`config.mk`:
```
export PLATFORM = sky130hd
export DESIGN_NAME = psum_accum_engine
export DESIGN_NICKNAME = d
export VERILOG_FILES = /design/src/rtl/psum_accum_pkg.sv /design/src/rtl/Fifo_buffer.sv /design/src/rtl/psum_rr_arbiter.sv /design/src/rtl/psum_accum_engine.sv
export SDC_FILE = /design/constraint.sdc
export NUM_CORES = 1
export LEC_CHECK = 0
export BUFFER_PORTS_ARGS = -buffer_cell sky130_fd_sc_hd__buf_2
export CORE_AREA = 5 5 264 266
export CTS_CLUSTER_SIZE = 20
export DETAILED_ROUTE_END_ITERATION = 6
export DIE_AREA = 0 0 269 271
export PLACE_DENSITY = 0.63
export SLEW_MARGIN = 10
export SYNTH_ARGS = -nofsm -noshare
export SYNTH_HDL_FRONTEND = slang
export SYNTH_SLANG_ARGS = --single-unit
export TNS_END_PERCENT = 5
```
`constraint.sdc`:
```
create_clock -name clk -period 5 [get_ports clk]
set_input_delay 0.5 -clock clk [delete_from_list [all_inputs] [get_ports clk]]
set_output_delay 0.5 -clock clk [all_outputs]
set_load 0.02 [all_outputs]
```
`src/rtl/psum_accum_pkg.sv`:
```
// Shared types and parameter defaults for the partial-sum accumulation engine.
package psum_accum_pkg;

    typedef enum logic [1:0] {
        MODE_PASS = 2'd0,
        MODE_ACC  = 2'd1,
        MODE_ADD  = 2'd2,
        MODE_RSVD = 2'd3
    } mode_e;

    typedef enum logic [1:0] {
        ST_IDLE = 2'd0,
        ST_RUN  = 2'd1,
        ST_DONE = 2'd2
    } state_e;

    localparam int LANES_DEF        = 4;
    localparam int DATA_W_DEF       = 16;
    localparam int PSUM_DEPTH_DEF   = 16;
    localparam int OUT_DEPTH_DEF    = 16;
    localparam int OUT_PAR_READ_DEF = 2;
    localparam int CNT_W_DEF        = 8;

endpackage

```
`src/rtl/Fifo_buffer.sv`:
```
// Circular FIFO with a RD_PAR-word parallel read port; oldest word in the lowest slice.
module Fifo_buffer #(
    parameter int WIDTH  = 8,
    parameter int DEPTH  = 16,
    parameter int RD_PAR = 1
) (
    input  logic                    clk,
    input  logic                    rstn,
    input  logic                    wen,
    input  logic [WIDTH-1:0]        din,
    input  logic                    ren,
    output logic [RD_PAR*WIDTH-1:0] dout,
    output logic                    empty,
    output logic                    full
);

    localparam int AW = (DEPTH > 1) ? $clog2(DEPTH) : 1;
    localparam int CW = $clog2(DEPTH + 1);

    logic [WIDTH-1:0] mem [DEPTH];
    logic [AW-1:0]    wr_ptr;
    logic [AW-1:0]    rd_ptr;
    logic [CW-1:0]    count;
    logic             do_wr;
    logic             do_rd;

    function automatic logic [AW-1:0] wrap_add(input logic [AW-1:0] p, input int k);
        int s;
        s = int'(p) + k;
        if (s >= DEPTH) s = s - DEPTH;
        return AW'(s);
    endfunction

    // "empty" means a full parallel read is not yet available
    assign empty = (count < CW'(RD_PAR));
    assign full  = (count == CW'(DEPTH));
    assign do_wr = wen && !full;
    assign do_rd = ren && !empty;

    always_ff @(posedge clk or negedge rstn) begin
        if (!rstn) begin
            wr_ptr <= '0;
            rd_ptr <= '0;
            count  <= '0;
        end else begin
            if (do_wr) wr_ptr <= wrap_add(wr_ptr, 1);
            if (do_rd) rd_ptr <= wrap_add(rd_ptr, RD_PAR);
            count <= count + (do_wr ? CW'(1) : CW'(0)) - (do_rd ? CW'(RD_PAR) : CW'(0));
        end
    end

    always_ff @(posedge clk) begin
        if (do_wr) mem[wr_ptr] <= din;
    end

    always_comb begin
        dout = '0;
        if (!empty) begin
            for (int k = 0; k < RD_PAR; k++) begin
                dout[k*WIDTH +: WIDTH] = mem[wrap_add(rd_ptr, k)];
            end
        end
    end

endmodule

```
`src/rtl/psum_rr_arbiter.sv`:
```
// Round-robin arbiter: one-hot grant, search starts at the lane after the last grant.
module psum_rr_arbiter #(
    parameter int N = 4
) (
    input  logic         clk,
    input  logic         rstn,
    input  logic [N-1:0] req,
    output logic [N-1:0] grant
);

    localparam int PW = (N > 1) ? $clog2(N) : 1;

    logic [PW-1:0] ptr;
    int            grant_idx;

    always_comb begin
        logic found;
        int   idx;
        grant     = '0;
        grant_idx = 0;
        found     = 1'b0;
        idx       = 0;
        for (int k = 0; k < N; k++) begin
            idx = int'(ptr) + k;
            if (idx >= N) idx = idx - N;
            if (!found && req[idx]) begin
                found     = 1'b1;
                grant[idx] = 1'b1;
                grant_idx = idx;
            end
        end
    end

    always_ff @(posedge clk or negedge rstn) begin
        if (!rstn) begin
            ptr <= '0;
        end else if (|grant) begin
            ptr <= (grant_idx == N - 1) ? '0 : PW'(grant_idx + 1);
        end
    end

endmodule

```
`src/rtl/psum_accum_engine.sv`:
```
// Merges PE lane results (optionally with queued partial sums) into an output FIFO.
// Build option: PSUM_ACCUM_SAT_EN clamps mode-1 sums to DATA_W bits and sets sat_flag.
module psum_accum_engine
    import psum_accum_pkg::*;
#(
    parameter int LANES        = LANES_DEF,
    parameter int DATA_W       = DATA_W_DEF,
    parameter int PSUM_DEPTH   = PSUM_DEPTH_DEF,
    parameter int OUT_DEPTH    = OUT_DEPTH_DEF,
    parameter int OUT_PAR_READ = OUT_PAR_READ_DEF,
    parameter int CNT_W        = CNT_W_DEF
) (
    input  logic                               clk,
    input  logic                               rstn,
    input  logic                               start,
    input  logic [1:0]                         mode,
    input  logic [CNT_W-1:0]                   job_len,
    input  logic [LANES-1:0]                   lane_valid,
    input  logic [LANES*DATA_W-1:0]            lane_data,
    output logic [LANES-1:0]                   lane_ready,
    input  logic                               psum_wen,
    input  logic [DATA_W-1:0]                  psum_din,
    output logic                               psum_full,
    input  logic                               out_ren,
    output logic [OUT_PAR_READ*(DATA_W+1)-1:0] out_dout,
    output logic                               out_empty,
    output logic                               out_full,
    output logic                               busy,
    output logic                               done,
    output logic                               sat_flag,
    output state_e                             dbg_state
);

    state_e            state, state_nxt;
    mode_e             mode_q;
    logic [CNT_W-1:0]  len_q;
    logic [CNT_W-1:0]  cnt;

    logic [LANES-1:0]  req;
    logic [LANES-1:0]  grant;
    logic              granted;
    logic              add_pop;
    logic              consume;
    logic              psum_ren;
    logic              psum_empty;
    logic [DATA_W-1:0] psum_head;
    logic [DATA_W-1:0] sel_data;
    logic [DATA_W:0]   sum;
    logic [DATA_W:0]   out_word;
    logic              can_go;

    assign can_go = (state == ST_RUN) && !out_full;

    // Requests are only raised when the element can actually be consumed this cycle
    always_comb begin
        req     = '0;
        add_pop = 1'b0;
        case (mode_q)
            MODE_ACC: req     = (can_go && !psum_empty) ? lane_valid : '0;
            MODE_ADD: add_pop = can_go && !psum_empty;
            default:  req     = can_go ? lane_valid : '0;
        endcase
    end

    psum_rr_arbiter #(.N(LANES)) u_arb (
        .clk   (clk),
        .rstn  (rstn),
        .req   (req),
        .grant (grant)
    );

    assign lane_ready = grant;
    assign granted    = |grant;
    assign consume    = granted || add_pop;
    assign psum_ren   = (granted && (mode_q == MODE_ACC)) || add_pop;

    always_comb begin
        sel_data = '0;
        for (int i = 0; i < LANES; i++) begin
            if (grant[i]) sel_data = sel_data | lane_data[i*DATA_W +: DATA_W];
        end
    end

    assign sum = {1'b0, sel_data} + {1'b0, psum_head};

    always_comb begin
        out_word = {1'b0, sel_data};
        case (mode_q)
            MODE_ACC: out_word = sum;
            MODE_ADD: out_word = {1'b0, psum_head};
            default:  out_word = {1'b0, sel_data};
        endcase
`ifdef PSUM_ACCUM_SAT_EN
        if ((mode_q == MODE_ACC) && sum[DATA_W]) out_word = {1'b0, {DATA_W{1'b1}}};
`endif
    end

`ifdef PSUM_ACCUM_SAT_EN
    logic sat_q;
    always_ff @(posedge clk or negedge rstn) begin
        if (!rstn) begin
            sat_q <= 1'b0;
        end else if (granted && (mode_q == MODE_ACC) && sum[DATA_W]) begin
            sat_q <= 1'b1;
        end
    end
    assign sat_flag = sat_q;
`else
    assign sat_flag = 1'b0;
`endif

    Fifo_buffer #(.WIDTH(DATA_W), .DEPTH(PSUM_DEPTH), .RD_PAR(1)) u_psum_fifo (
        .clk   (clk),
        .rstn  (rstn),
        .wen   (psum_wen),
        .din   (psum_din),
        .ren   (psum_ren),
        .dout  (psum_head),
        .empty (psum_empty),
        .full  (psum_full)
    );

    Fifo_buffer #(.WIDTH(DATA_W+1), .DEPTH(OUT_DEPTH), .RD_PAR(OUT_PAR_READ)) u_out_fifo (
        .clk   (clk),
        .rstn  (rstn),
        .wen   (consume),
        .din   (out_word),
        .ren   (out_ren),
        .dout  (out_dout),
        .empty (out_empty),
        .full  (out_full)
    );

    always_comb begin
        state_nxt = state;
        case (state)
            ST_IDLE: if (start) state_nxt = (job_len != '0) ? ST_RUN : ST_DONE;
            ST_RUN:  if (consume && (cnt == len_q - CNT_W'(1))) state_nxt = ST_DONE;
            ST_DONE: state_nxt = ST_IDLE;
            default: state_nxt = ST_IDLE;
        endcase
    end

    always_ff @(posedge clk or negedge rstn) begin
        if (!rstn) begin
            state  <= ST_IDLE;
            mode_q <= MODE_PASS;
            len_q  <= '0;
            cnt    <= '0;
        end else begin
            state <= state_nxt;
            if ((state == ST_IDLE) && start) begin
                mode_q <= mode_e'(mode);
                len_q  <= job_len;
                cnt    <= '0;
            end else if ((state == ST_RUN) && consume) begin
                cnt <= cnt + CNT_W'(1);
            end
        end
    end

    assign busy      = (state == ST_RUN);
    assign done      = (state == ST_DONE);
    assign dbg_state = state;

endmodule

```
==> flow_summary_export.csv, run 1 <==
group,metric,value,unit
yosys,yosysMostFrequentCell,"edfxtp_1",
drt,drtAntennaViolNets,0,
clock_tree,cts_max_level,2,
run_status,status,"complete, but fails checks",
worst_setup_path,crit_type,"flop to flop",
yosys,synth_edf_count,528,
sta,timing.final.crit_share,0.997,
sta,setup_ws,0.0143,ns
worst_setup_path,end_kind,"flop",
worst_setup_path,crit_chain,"inv_2 -> ha_4 -> mux4_2 -> nor3b_1 -> o211ai_1 -> o221ai_2 -> buf_4 -> a22o_1 -> a221o_1 -> ha_4 -> fa_2 -> a211oi_2 -> o21a_1 -> o211ai_1 -> a41oi_2 -> buf_4 -> xnor2_1 -> a221o_1 -> o21a_4",
yosys,synth_warnings,0,
final_layout,final_cells,2671,
clock_tree,hold_buffers,0,
yosys,synth_top_area_frac,0.631,
clock_tree,insertion_delay,0.64,ns
clock_tree,clockBufferDepth,3,
drt,wirelength,64.6,mm
power,p_int,13900,uW
yosys,yosys-top-cells-count,"edfxtp_1 (528), mux4_2 (103), mux2i_1 (100), nor2_1 (74), nand2_1 (57)",
final_layout,fin_util,0.444,
yosys,netlist_top_cells_area,"edfxtp_1 (63%), mux4_2 (9.2%), dfrtp_1 (4.7%), mux2i_1 (4.0%), ha_1 (2.7%)",
worst_hold_path,hold_class,"input pin to async pin",
placement,dp_hpwl,42.6,mm
power,power_frac_clock,0.186,
die,num_io_pins,145,
worst_setup_path,crit_buf_inv,3,
sta,setup_viol,0,
final_layout,multi_input_area,7760,um^2
yosys,synth-simple-area-share,0.0509,
yosys,async_reset_ff_frac,0.0817,
clock_tree,cts_tree,"done",
sta,slew_headroom,0.338,
power,power.switching,8760,uW
placement,pre_cts_slack,-0.142,ns
die,die_width,269,um
yosys,synth_area,25100,um^2
yosys,synth_seq_cells,575,
global_route,antenna_found_initial,21,
global_route,grt_overflow,0,
final_layout,syn_to_final_growth,17.9,%
clock_tree,cts_buffers,59,
worst_setup_path,start_kind,"flop",
power,p_leak,0.0107,uW
sta,worstMarginPinSlew,0.993,ns
clock_tree,cts_root_buf,"clkbuf_16",
drt,drc,0,
sta,final_max_slew_viol_count,0,
worst_setup_path,required,5.37,ns
global_route,grt_pass1_vias,14900,
placement,numPortBuffers,143,
drt,routed_via_density,5.54,
worst_setup_path,cpPeakStageDelay,0.55,ns
power,pwr-share-seq,0.348,
sta,skew,0.0345,ns
yosys,synthCells,1503,
placement,finalWeightedCongestion,0.881,
final_layout,drive_gt1_frac,0.276,
worst_setup_path,cpMaxStageDelayCell,"mux4_2",
global_route,grt_pass1_wl,94.9,mm
yosys,synth_top_family_by_area,"multiplexers",
global_route,grt_max_degree,48,
die,dieArea,72900,um^2
yosys,synthAdderAreaFrac,0.0285,
die,fp-row-count,95,
global_route,grt.total_usage,0.173,
run,drv_cap,0,
power,p_per_area,766,nW/um^2
placement,place_inst,2547,
worst_setup_path,cp_top_family,"compound AO/OA/AOI/OAI gates",
yosys,synth_ff_type,"edfxtp_1",
run_status,failed_checks,"hold timing",
power,p_sw_frac,0.386,
clock_tree,cts.clk_slew.worst_paths,0.06,ns
clock_tree,cts.sinks,575,
die,coreArea,66800,um^2
yosys,synth.area.mux_share,0.133,
worst_setup_path,critPathMaxFanout,16,
worst_setup_path,arrival,5.35,ns
yosys,synth_compound_area_frac,0.0777,
yosys,syn_area_per_cell,16.7,um^2
yosys,yosysTopAreaCell,"edfxtp_1",
final_layout,seqCellArea,17000,um^2
yosys,synth_nets,1658,
yosys,ys_seq_area_frac,0.677,
sta,rsz0062_at_grt,"yes",
drt,drt-initial-drc-count,1313,
sta,holdWs,-0.00273,ns
yosys,ys_types,75,
die,fp.dieH,271,um
drt,vias,14800,
drt,firstDrtPassIters,7,
power,pwr-share-comb,0.466,
die,start_util,0.376,
yosys,synth_xor_area_frac,0.0122,
final_layout,nNetsFinal,1897,
power,ir_drop,0.457,mV
sta,max_freq,201,MHz
drt,wl_per_cell,24.2,um
sta,hold_viol,1,
final_layout,fill_cells,5834,
sta,finalCriticalPeriod,4.99,ns
[logic make-up (layout without fill, tap and decap cells)]
logic type                 Yosys count  after routing
muxes                              205            205
xor gates and xnor gates            35             35
AOI/OAI and AO/OA                  253            253
buffers and inverters              124            411
DFF                                575            575
adders and majority gates           56             56
and+or+nand+nor                    254            254
other                                1              9
[worst paths after layout]
check / slack (ns) / end / startpoint / cells after the start
max: 0.01 / u_out_fifo.mem[3][14] / u_arb.ptr[1] / 19
min: -0.003 / u_psum_fifo.rd_ptr[0] / rstn / 2
max reg2reg: 0.01 / u_out_fifo.mem[3][14] / u_arb.ptr[1] / 19
min reg2reg: 0.50 / len_q[7] / len_q[7] / 2
max in group asynchronous: 4.49 / u_out_fifo.rd_ptr[1] / rstn / 2
min in group clk: 0.08 / len_q[6] / job_len[6] / 3
[flip-flops by register name, indices dropped and copies added, names as in the netlist, 4 cells and up]
signal	flops
u_psum_fifo.count	5
u_out_fifo.count	5
u_out_fifo.wr_ptr	4
len_q	8
u_out_fifo.mem	272
cnt	8
u_psum_fifo.mem	256
u_psum_fifo.rd_ptr	4
u_psum_fifo.wr_ptr	4
[metal layers]
layer / up-vias / routed length (um) / part of all wire / track usage
met4: 24 / 1320 / 0.020 / 0.0418
met2: 465 / 31700 / 0.49 / 0.286
met3: 117 / 5170 / 0.080 / 0.0529
met5: - / 168 / 0.0026 / 0
met1: 7619 / 26300 / 0.41 / 0.225
li1: 6565 / - / - / -
[cell type report]
cell class,instances,share of cell area
flip-flops and latches,575,0.575
diodes,8,0.000676
multi-input cells,804,0.262
clock buffers,65,0.0506
repair buffers,259,0.0561
well taps,873,0.0369
inverters,43,0.00545
clock inverters,44,0.0133
[layout by cell type, fill, tap and decap left out, types with 12 or more instances in the layout]
master       n
edfxtp_1   528
buf_2      143
buf_4      110
mux4_2     103
mux2i_1    100
nor2_1      74
clkbuf_16   59
nand2_1     57
ha_1        51
dfrtp_1     43
inv_1       41
o21ai_0     36
o221ai_1    24
a221o_1     22
xnor2_1     22
a211oi_1    20
a21oi_1     20
clkinv_1    20
nand3_1     18
o22ai_1     17
and3_1      17
nor2b_1     13
o21a_1      13
a22o_1      13
xor2_1      13
nand2b_1    12
nand4_1     12
[power by group through the flow]
stage / logic (uW) / registers, uW / clock network, uW
5_1_grt: 11500 / 8010 / 4530
2_1_floorplan: 7050 / 7620 / 0
4_1_cts: 10300 / 7920 / 4310
3_3_place_gp: 10000 / 7960 / 0
6_report: 10600 / 7900 / 4220
3_5_place_dp: 10300 / 8010 / 0
[stage by stage]
step / cell area (um^2) / hold slack [ns] / total power, uW / setup TNS, ns
after global routing: 29600 / 0.0392 / 24000 / -5.17
after floorplan: 25200 / 0.204 / 14700 / 0
after CTS: 29500 / 0.0121 / 22600 / 0
final: 29600 / -0.00273 / 22700 / 0
after global placement: 27600 / 0.492 / 18000 / 0
after detailed placement: 27600 / 0.488 / 18300 / -4.43
[what timing repair did]
action                                  CTS  global route
endpoints found under the setup margin   32           112
buffers inserted                          0             7
endpoints found under the hold margin     0             0
pin swaps                                 1             8
gates resized for setup                   2            16
No activity file was read; power rests on OpenSTA's default activity.
==> run 2, diff against run 1 <==
--- a/config.mk
+++ b/config.mk
@@ -6,13 +6,14 @@
 export NUM_CORES = 1
 export LEC_CHECK = 0
 export BUFFER_PORTS_ARGS = -buffer_cell sky130_fd_sc_hd__buf_2
-export CORE_AREA = 5 5 264 266
+export CORE_AREA = 5 5 235 294
 export CTS_CLUSTER_SIZE = 20
 export DETAILED_ROUTE_END_ITERATION = 6
-export DIE_AREA = 0 0 269 271
+export DIE_AREA = 0 0 240 299
 export PLACE_DENSITY = 0.63
 export SLEW_MARGIN = 10
 export SYNTH_ARGS = -nofsm -noshare
 export SYNTH_HDL_FRONTEND = slang
+export SYNTH_HIERARCHICAL = 1
 export SYNTH_SLANG_ARGS = --single-unit
 export TNS_END_PERCENT = 5
==> run 2 against run 1 <==
Net effect: the flow finishes with violations (setup timing); synthesized area down 1.2%; critical path depth up 7; sequential cell count unchanged; hold slack better by 0.015 ns; core utilization up 1.0 points; first-iteration DRC count down 1.4%; final cell count down 2.4%; via count down 3.3%; synthesized cell count down 6.3%; global-route usage down 0.33 points; final area up 1.3%; highest routed layer unchanged.
==> flow_summary_export.csv, run 2 <==
group,metric,value,unit
run_status,status,"complete, but fails checks",
run_status,failed_checks,"setup timing",
final_layout,final_cell_mix,"edfxtp_1 (528), buf_4 (148), buf_2 (143)",
yosys,synth_warnings,6,
yosys,yosysTopAreaCell,"edfxtp_1",
clock_tree,hold_buffers,0,
die,coreArea,66200,um^2
drt,routed_via_density,5.49,
global_route,use_met3,0.0257,
worst_setup_path,crit_type,"flop to flop",
clock_tree,cts_tree,"done",
sta,finalCriticalPeriod,5.02,ns
yosys,ys_seq_area_frac,0.686,
yosys,synth_top_area_frac,0.638,
yosys,yosysMostFrequentCell,"edfxtp_1",
die,start_util,0.375,
worst_hold_path,hold_class,"input pin to async pin",
drt,firstDrtPassIters,5,
sta,timing.final.crit_share,1.00,
die,num_io_pins,145,
yosys,netlist_top_cells_area,"edfxtp_1 (64%), mux4_2 (12%), dfrtp_1 (4.7%), ha_1 (2.8%), a22o_1 (1.2%)",
drt,wirelength,63.0,mm
yosys,async_reset_ff_frac,0.0817,
clock_tree,cts.clk_slew.worst_paths,0.06,ns
global_route,grt_max_degree,48,
final_layout,reg_top3,"u_out_fifo/mem: 272 flops, u_psum_fifo/mem: 256 flops",
global_route,gr-usage-met2,0.297,
yosys,synth_seq_cells,575,
final_layout,drive_gt1_frac,0.362,
worst_setup_path,arrival,5.30,ns
yosys,synth.area.mux_share,0.135,
sta,hold_viol,0,
worst_setup_path,required,5.28,ns
sta,setup_viol,16,
yosys,synth_area,24800,um^2
worst_setup_path,start_kind,"flop",
placement,finalWeightedCongestion,0.881,
global_route,grt.total_usage,0.170,
placement,numPortBuffers,143,
drt,wl_per_cell,24.2,um
yosys,synthAdderAreaFrac,0.0298,
global_route,grt_pass1_vias,14600,
final_layout,layout_commonest_cell,"edfxtp_1",
sta,rsz0062_at_grt,"yes",
drt,drt-initial-drc-count,1294,
die,dieArea,71800,um^2
final_layout,seqCellArea,17000,um^2
drt,drtAntennaViolNets,0,
sta,final_max_slew_viol_count,0,
clock_tree,insertion_delay,0.63,ns
yosys,synth_edf_count,528,
yosys,yosys-top-cells-count,"edfxtp_1 (528), mux4_2 (133), inv_1 (61), ha_1 (56), nand2_1 (56)",
yosys,syn_area_per_cell,17.6,um^2
yosys,ys_types,70,
sta,skew,0.0425,ns
global_route,grt_busiest_layer,"met2",
yosys,synth_compound_area_frac,0.0607,
sta,holdWs,0.0127,ns
clock_tree,cts_buffers,55,
final_layout,multi_input_area,7650,um^2
clock_tree,cts.sinks,575,
global_route,grt_overflow,0,
sta,setup_ws,-0.0206,ns
yosys,synth-simple-area-share,0.0461,
die,fp.dieH,299,um
sta,worstMarginPinSlew,1.20,ns
global_route,antenna_found_initial,3,
yosys,synth_ff_type,"edfxtp_1",
placement,dp_hpwl,40.1,mm
die,die_width,240,um
drt,vias,14300,
yosys,synthCells,1408,
worst_setup_path,critPathMaxFanout,8,
final_layout,max_flop_register,"u_out_fifo/mem",
run,drv_cap,0,
clock_tree,cts_max_level,2,
global_route,grt_use_met1,0.217,
die,fp-row-count,106,
global_route,grt_pass1_wl,91.9,mm
final_layout,largest_register_ffs,272,
clock_tree,cts_root_buf,"clkbuf_16",
yosys,synth_top_family_by_area,"multiplexers",
final_layout,syn_to_final_growth,20.9,%
yosys,synth_xor_area_frac,0.0152,
final_layout,nNetsFinal,1853,
sta,max_freq,199,MHz
sta,slew_headroom,0.201,
clock_tree,clockBufferDepth,3,
worst_setup_path,end_kind,"flop",
final_layout,fill_cells,5616,
yosys,synth_nets,1565,
drt,drc,0,
[run 2: cell count changes after synthesis, sizes merged, moves of 18 or more]
| cell | change |
|---|---|
| a221o | -21 |
| a22o | +22 |
| a22oi | +30 |
| and2 | +18 |
| inv | +19 |
| mux2i | -76 |
| mux4 | +30 |
| nor2 | -33 |
[run 2: through the flow]
| step | utilization | cells | worst slack [ns] | area (um^2) | setup TNS [ns] |
|---|---|---|---|---|---|
| after floorplan | - | 1408 | -0.293 | 25000 | -45.18 |
| after global placement | 0.417 | 2480 | -0.151 | 27600 | -7.43 |
| after detailed placement | 0.417 | 2480 | -0.319 | 27600 | -24.04 |
| after CTS | 0.447 | 2585 | -0.0652 | 29600 | -0.991 |
| after global routing | 0.454 | 2605 | -0.180 | 30000 | -18.31 |
| final | 0.454 | 2606 | -0.0206 | 30000 | -0.253 |
[run 2: cell families after synthesis]
group | Yosys count
compound gates | 204
other cells | 1
xor+xnor | 43
flops | 575
simple gates | 217
mux | 166
fa+ha+maj | 58
buf+inv | 144
[run 2: repair_timing]
action / in CTS / in global routing
cloned: 1 / 5
pin swaps: 6 / 38
buffers inserted: 2 / 15
endpoints found under the setup margin: 161 / 348
resized for setup: 16 / 50
[run 2: layout make-up]
class	count	area share
tap	864	0.0360
clock inverter	39	0.0148
sequential	575	0.568
antenna	1	0.0000834
timing repair buffer	308	0.0716
multi-input combinational	692	0.255
clock buffer	63	0.0468
inverter	64	0.00800
[run 2: layer usage]
layer  vias up  part of all wire  wire [um]
met1      7389              0.38      23900
li1       6252                 -          -
met5         -           0.00040         25
met3       118             0.067       4220
met2       538              0.51      32300
met4         4             0.040       2500
[run 2: worst paths after layout]
path,start,to,slack [ns],cells after the start
worst min-delay path,rstn,len_q[5],0.01,2
max in group asynchronous,rstn,u_psum_fifo/rd_ptr[0],4.49,2
worst min register to register,u_out_fifo/count[0],u_out_fifo/count[0],0.52,1
min in group clk,job_len[5],len_q[5],0.11,3
worst max register to register,u_psum_fifo/count[2],u_out_fifo/mem[9][14],-0.02,26
worst max-delay path,u_psum_fifo/count[2],u_out_fifo/mem[9][14],-0.02,26
[run 2: worst max-delay path: stages, from the launching register on]
cell	delay, ns
dfrtp_1	0.40
inv_2	0.08
ha_4	0.11
nor2b_4	0.12
o21ai_2	0.06
inv_2	0.05
inv_2	0.04
a21oi_4	0.13
nor3_4	0.07
and2_4	0.18
mux4_2	0.55
nand2_1	0.09
o211ai_1	0.12
o21ai_1	0.17
nand2_2	0.15
buf_12	0.17
a22oi_2	0.22
nand2_1	0.08
ha_2	0.19
fa_2	0.37
a211oi_4	0.24
o21ai_2	0.12
buf_4	0.16
nand3_2	0.05
o211ai_1	0.17
xnor2_2	0.37
o221ai_4	0.24
Power of run 2 is not shown: default switching activity piles up to over one toggle a cycle in this logic, so the estimate is an artifact.
==> run 3, diff against run 2 <==
--- a/config.mk
+++ b/config.mk
@@ -5,12 +5,14 @@
 export SDC_FILE = /design/constraint.sdc
 export NUM_CORES = 1
 export LEC_CHECK = 0
+export ABC_AREA = 1
 export BUFFER_PORTS_ARGS = -buffer_cell sky130_fd_sc_hd__buf_2
-export CORE_AREA = 5 5 235 294
+export CORE_AREA = 5 5 247 310
 export CTS_CLUSTER_SIZE = 20
 export DETAILED_ROUTE_END_ITERATION = 6
-export DIE_AREA = 0 0 240 299
+export DIE_AREA = 0 0 252 315
 export PLACE_DENSITY = 0.63
+export SKIP_CTS_REPAIR_TIMING = 1
 export SLEW_MARGIN = 10
 export SYNTH_ARGS = -nofsm -noshare
 export SYNTH_HDL_FRONTEND = slang
==> run 3 against run 2 <==
Net effect: the flow finishes with violations (hold timing); sequential share of layout area shrank 3.0 points; final cell count grew 56%; critical path depth grew 5; via count grew 40%; final area grew 5.6%; hold slack lost 0.023 ns; wire length grew 22%; synthesized area grew 11%; setup slack gained 0.42 ns; first-iteration DRC count grew 25%; highest routed layer unchanged.
==> flow_summary_export.csv, run 3 <==
group,metric,value,unit
sta,slew_headroom,0.110,
final_layout,drive_gt1_frac,0.143,
drt,drtAntennaViolNets,0,
yosys,synth_nets,3005,
final_layout,nNetsFinal,3201,
worst_setup_path,end_kind,"flop",
worst_hold_path,hold_class,"input pin to async pin",
final_layout,max_flop_register,"u_out_fifo/mem",
sta,worstMarginPinSlew,1.33,ns
yosys,synth_ff_type,"edfxtp_1",
clock_tree,insertion_delay,0.66,ns
worst_setup_path,arrival,5.08,ns
die,fp.dieH,315,um
clock_tree,cts_tree,"done",
worst_setup_path,path_common_cell,"inv_1",
yosys,netlist_top_cells_area,"edfxtp_1 (58%), nand2_1 (12%), nand3_1 (7.4%), inv_1 (5.2%), dfrtp_1 (4.3%)",
worst_setup_path,start_kind,"flop",
placement,finalWeightedCongestion,0.953,
yosys,yosys-top-cells-count,"nand2_1 (909), edfxtp_1 (528), nand3_1 (410), inv_1 (383), nor2_1 (154)",
global_route,antenna_found_initial,7,
final_layout,layout_commonest_cell,"nand2_1",
yosys,yosysMostFrequentCell,"nand2_1",
final_layout,reg_top3,"u_out_fifo/mem: 272 flops, u_psum_fifo/mem: 256 flops",
sta,holdWs,-0.0104,ns
final_layout,final_cell_mix,"nand2_1 (909), edfxtp_1 (528), nand3_1 (410)",
clock_tree,cts.clk_slew.worst_paths,0.06,ns
global_route,grt_overflow,0,
clock_tree,clockBufferDepth,3,
global_route,grt.total_usage,0.189,
yosys,async_reset_ff_frac,0.0817,
global_route,grt_pass1_vias,18700,
yosys,synth_seq_cells,575,
sta,skew,0.0678,ns
run,drv_cap,0,
global_route,grt_max_degree,109,
sta,finalCriticalPeriod,4.61,ns
yosys,yosysTopAreaCell,"edfxtp_1",
global_route,grt_pass1_wl,114,mm
final_layout,largest_register_ffs,272,
run_status,failed_checks,"hold timing",
yosys,syn_area_per_cell,9.67,um^2
worst_setup_path,cpPeakStageDelay,0.40,ns
worst_setup_path,crit_type,"flop to flop",
worst_setup_path,rr_worst_depth,31,
yosys,synth_area,27600,um^2
clock_tree,cts_buffers,59,
clock_tree,cts_root_buf,"clkbuf_16",
drt,drc,0,
yosys,synth_top_area_frac,0.575,
drt,wirelength,77.0,mm
sta,max_freq,217,MHz
sta,final_max_slew_viol_count,0,
drt,drt-initial-drc-count,1622,
sta,timing.final.crit_share,0.921,
run_status,status,"complete, but fails checks",
yosys,ys_types,47,
die,fp-row-count,111,
die,num_io_pins,145,
yosys,synth_edf_count,528,
yosys,synthCells,2848,
clock_tree,cts_max_level,2,
drt,routed_via_density,4.93,
die,die_width,252,um
drt,wl_per_cell,19.0,um
die,start_util,0.378,
yosys,synth_warnings,6,
sta,setup_viol,0,
drt,vias,20000,
sta,rsz0062_at_grt,"yes",
worst_setup_path,critPathMaxFanout,12,
final_layout,syn_to_final_growth,15.0,%
sta,hold_viol,2,
placement,numPortBuffers,143,
worst_setup_path,required,5.48,ns
yosys,ys_seq_area_frac,0.618,
worst_setup_path,cpMaxStageDelayCell,"fa_1",
placement,dp_hpwl,48.3,mm
die,coreArea,72900,um^2
clock_tree,cts.sinks,575,
drt,firstDrtPassIters,6,
die,dieArea,79400,um^2
==> run 3: cell types whose count changed in the layout (fill, tap and decap cells not counted), sizes merged, moves of 40 or more <==
| cell | delta |
|---|---|
| a21oi | +49 |
| a22oi | -40 |
| buf | -42 |
| inv | +329 |
| mux4 | -134 |
| nand2 | +867 |
| nand3 | +402 |
| nor2 | +121 |
==> run 3: critical path: cells and delay by family (launching register included) <==
family	cells	cell delay, ns
buf+inv	10	0.91
simple gates	11	1.32
compound gates	5	0.71
xor+xnor	1	0.14
flops	1	0.37
fa+ha+maj	4	1.02
==> run 3: final cells by class <==
cell class / count / area (um^2)
inverters: 397 / 1510
well taps: 960 / 1200
repair buffers: 264 / 1690
multi-input cells: 1747 / 8400
fillers: 6827 / 41200
diodes: 4 / 10.0
clock buffers: 75 / 1560
clock inverters: 32 / 282
flip-flops and latches: 575 / 17000
==> run 3: path summary, 6_finish.rpt <==
check,start,slack (ns),end
max,u_out_fifo/count[2],0.39,u_psum_fifo/count[4]
min,rstn,-0.01,u_out_fifo/rd_ptr[1]
min reg2reg,u_out_fifo/count[0],0.51,u_out_fifo/count[0]
max in group asynchronous,rstn,4.44,u_psum_fifo/rd_ptr[0]
max reg2reg,u_out_fifo/count[2],0.39,u_psum_fifo/count[4]
min in group clk,job_len[3],0.14,len_q[3]
==> run 3: cell families after synthesis <==
logic type / after synthesis / synth area share
adder cells (fa/ha/maj): 58 / 0.0269
AO/OA/AOI/OAI: 117 / 0.0223
XOR/XNOR: 25 / 0.00795
buffers and inverters: 526 / 0.0836
other: 1 / 0.000136
flip-flops: 575 / 0.618
AND/OR/NAND/NOR: 1546 / 0.241
==> run 3: stage by stage <==
stage,std cells,util,setup TNS (ns),cell area [um^2],setup slack [ns]
3_3_place_gp,3941,0.407,0,29700,0.120
2_1_floorplan,2848,-,0,27600,0.211
3_5_place_dp,3941,0.407,0,29700,0.0220
4_1_cts,4048,0.433,-0.542,31500,-0.0217
6_report,4054,0.435,0,31700,0.395
5_1_grt,4051,0.435,-0.234,31700,-0.0303
==> run 3: routing by layer <==
layer | track usage | routed length, um | up-vias
li1 | - | - | 9677
met1 | 0.250 | 31600 | 9442
met2 | 0.313 | 36600 | 737
met3 | 0.0460 | 6800 | 136
met4 | 0.0486 | 1910 | 8
met5 | 0.0112 | 156 | -
Power of run 3 is left out for the same reason.
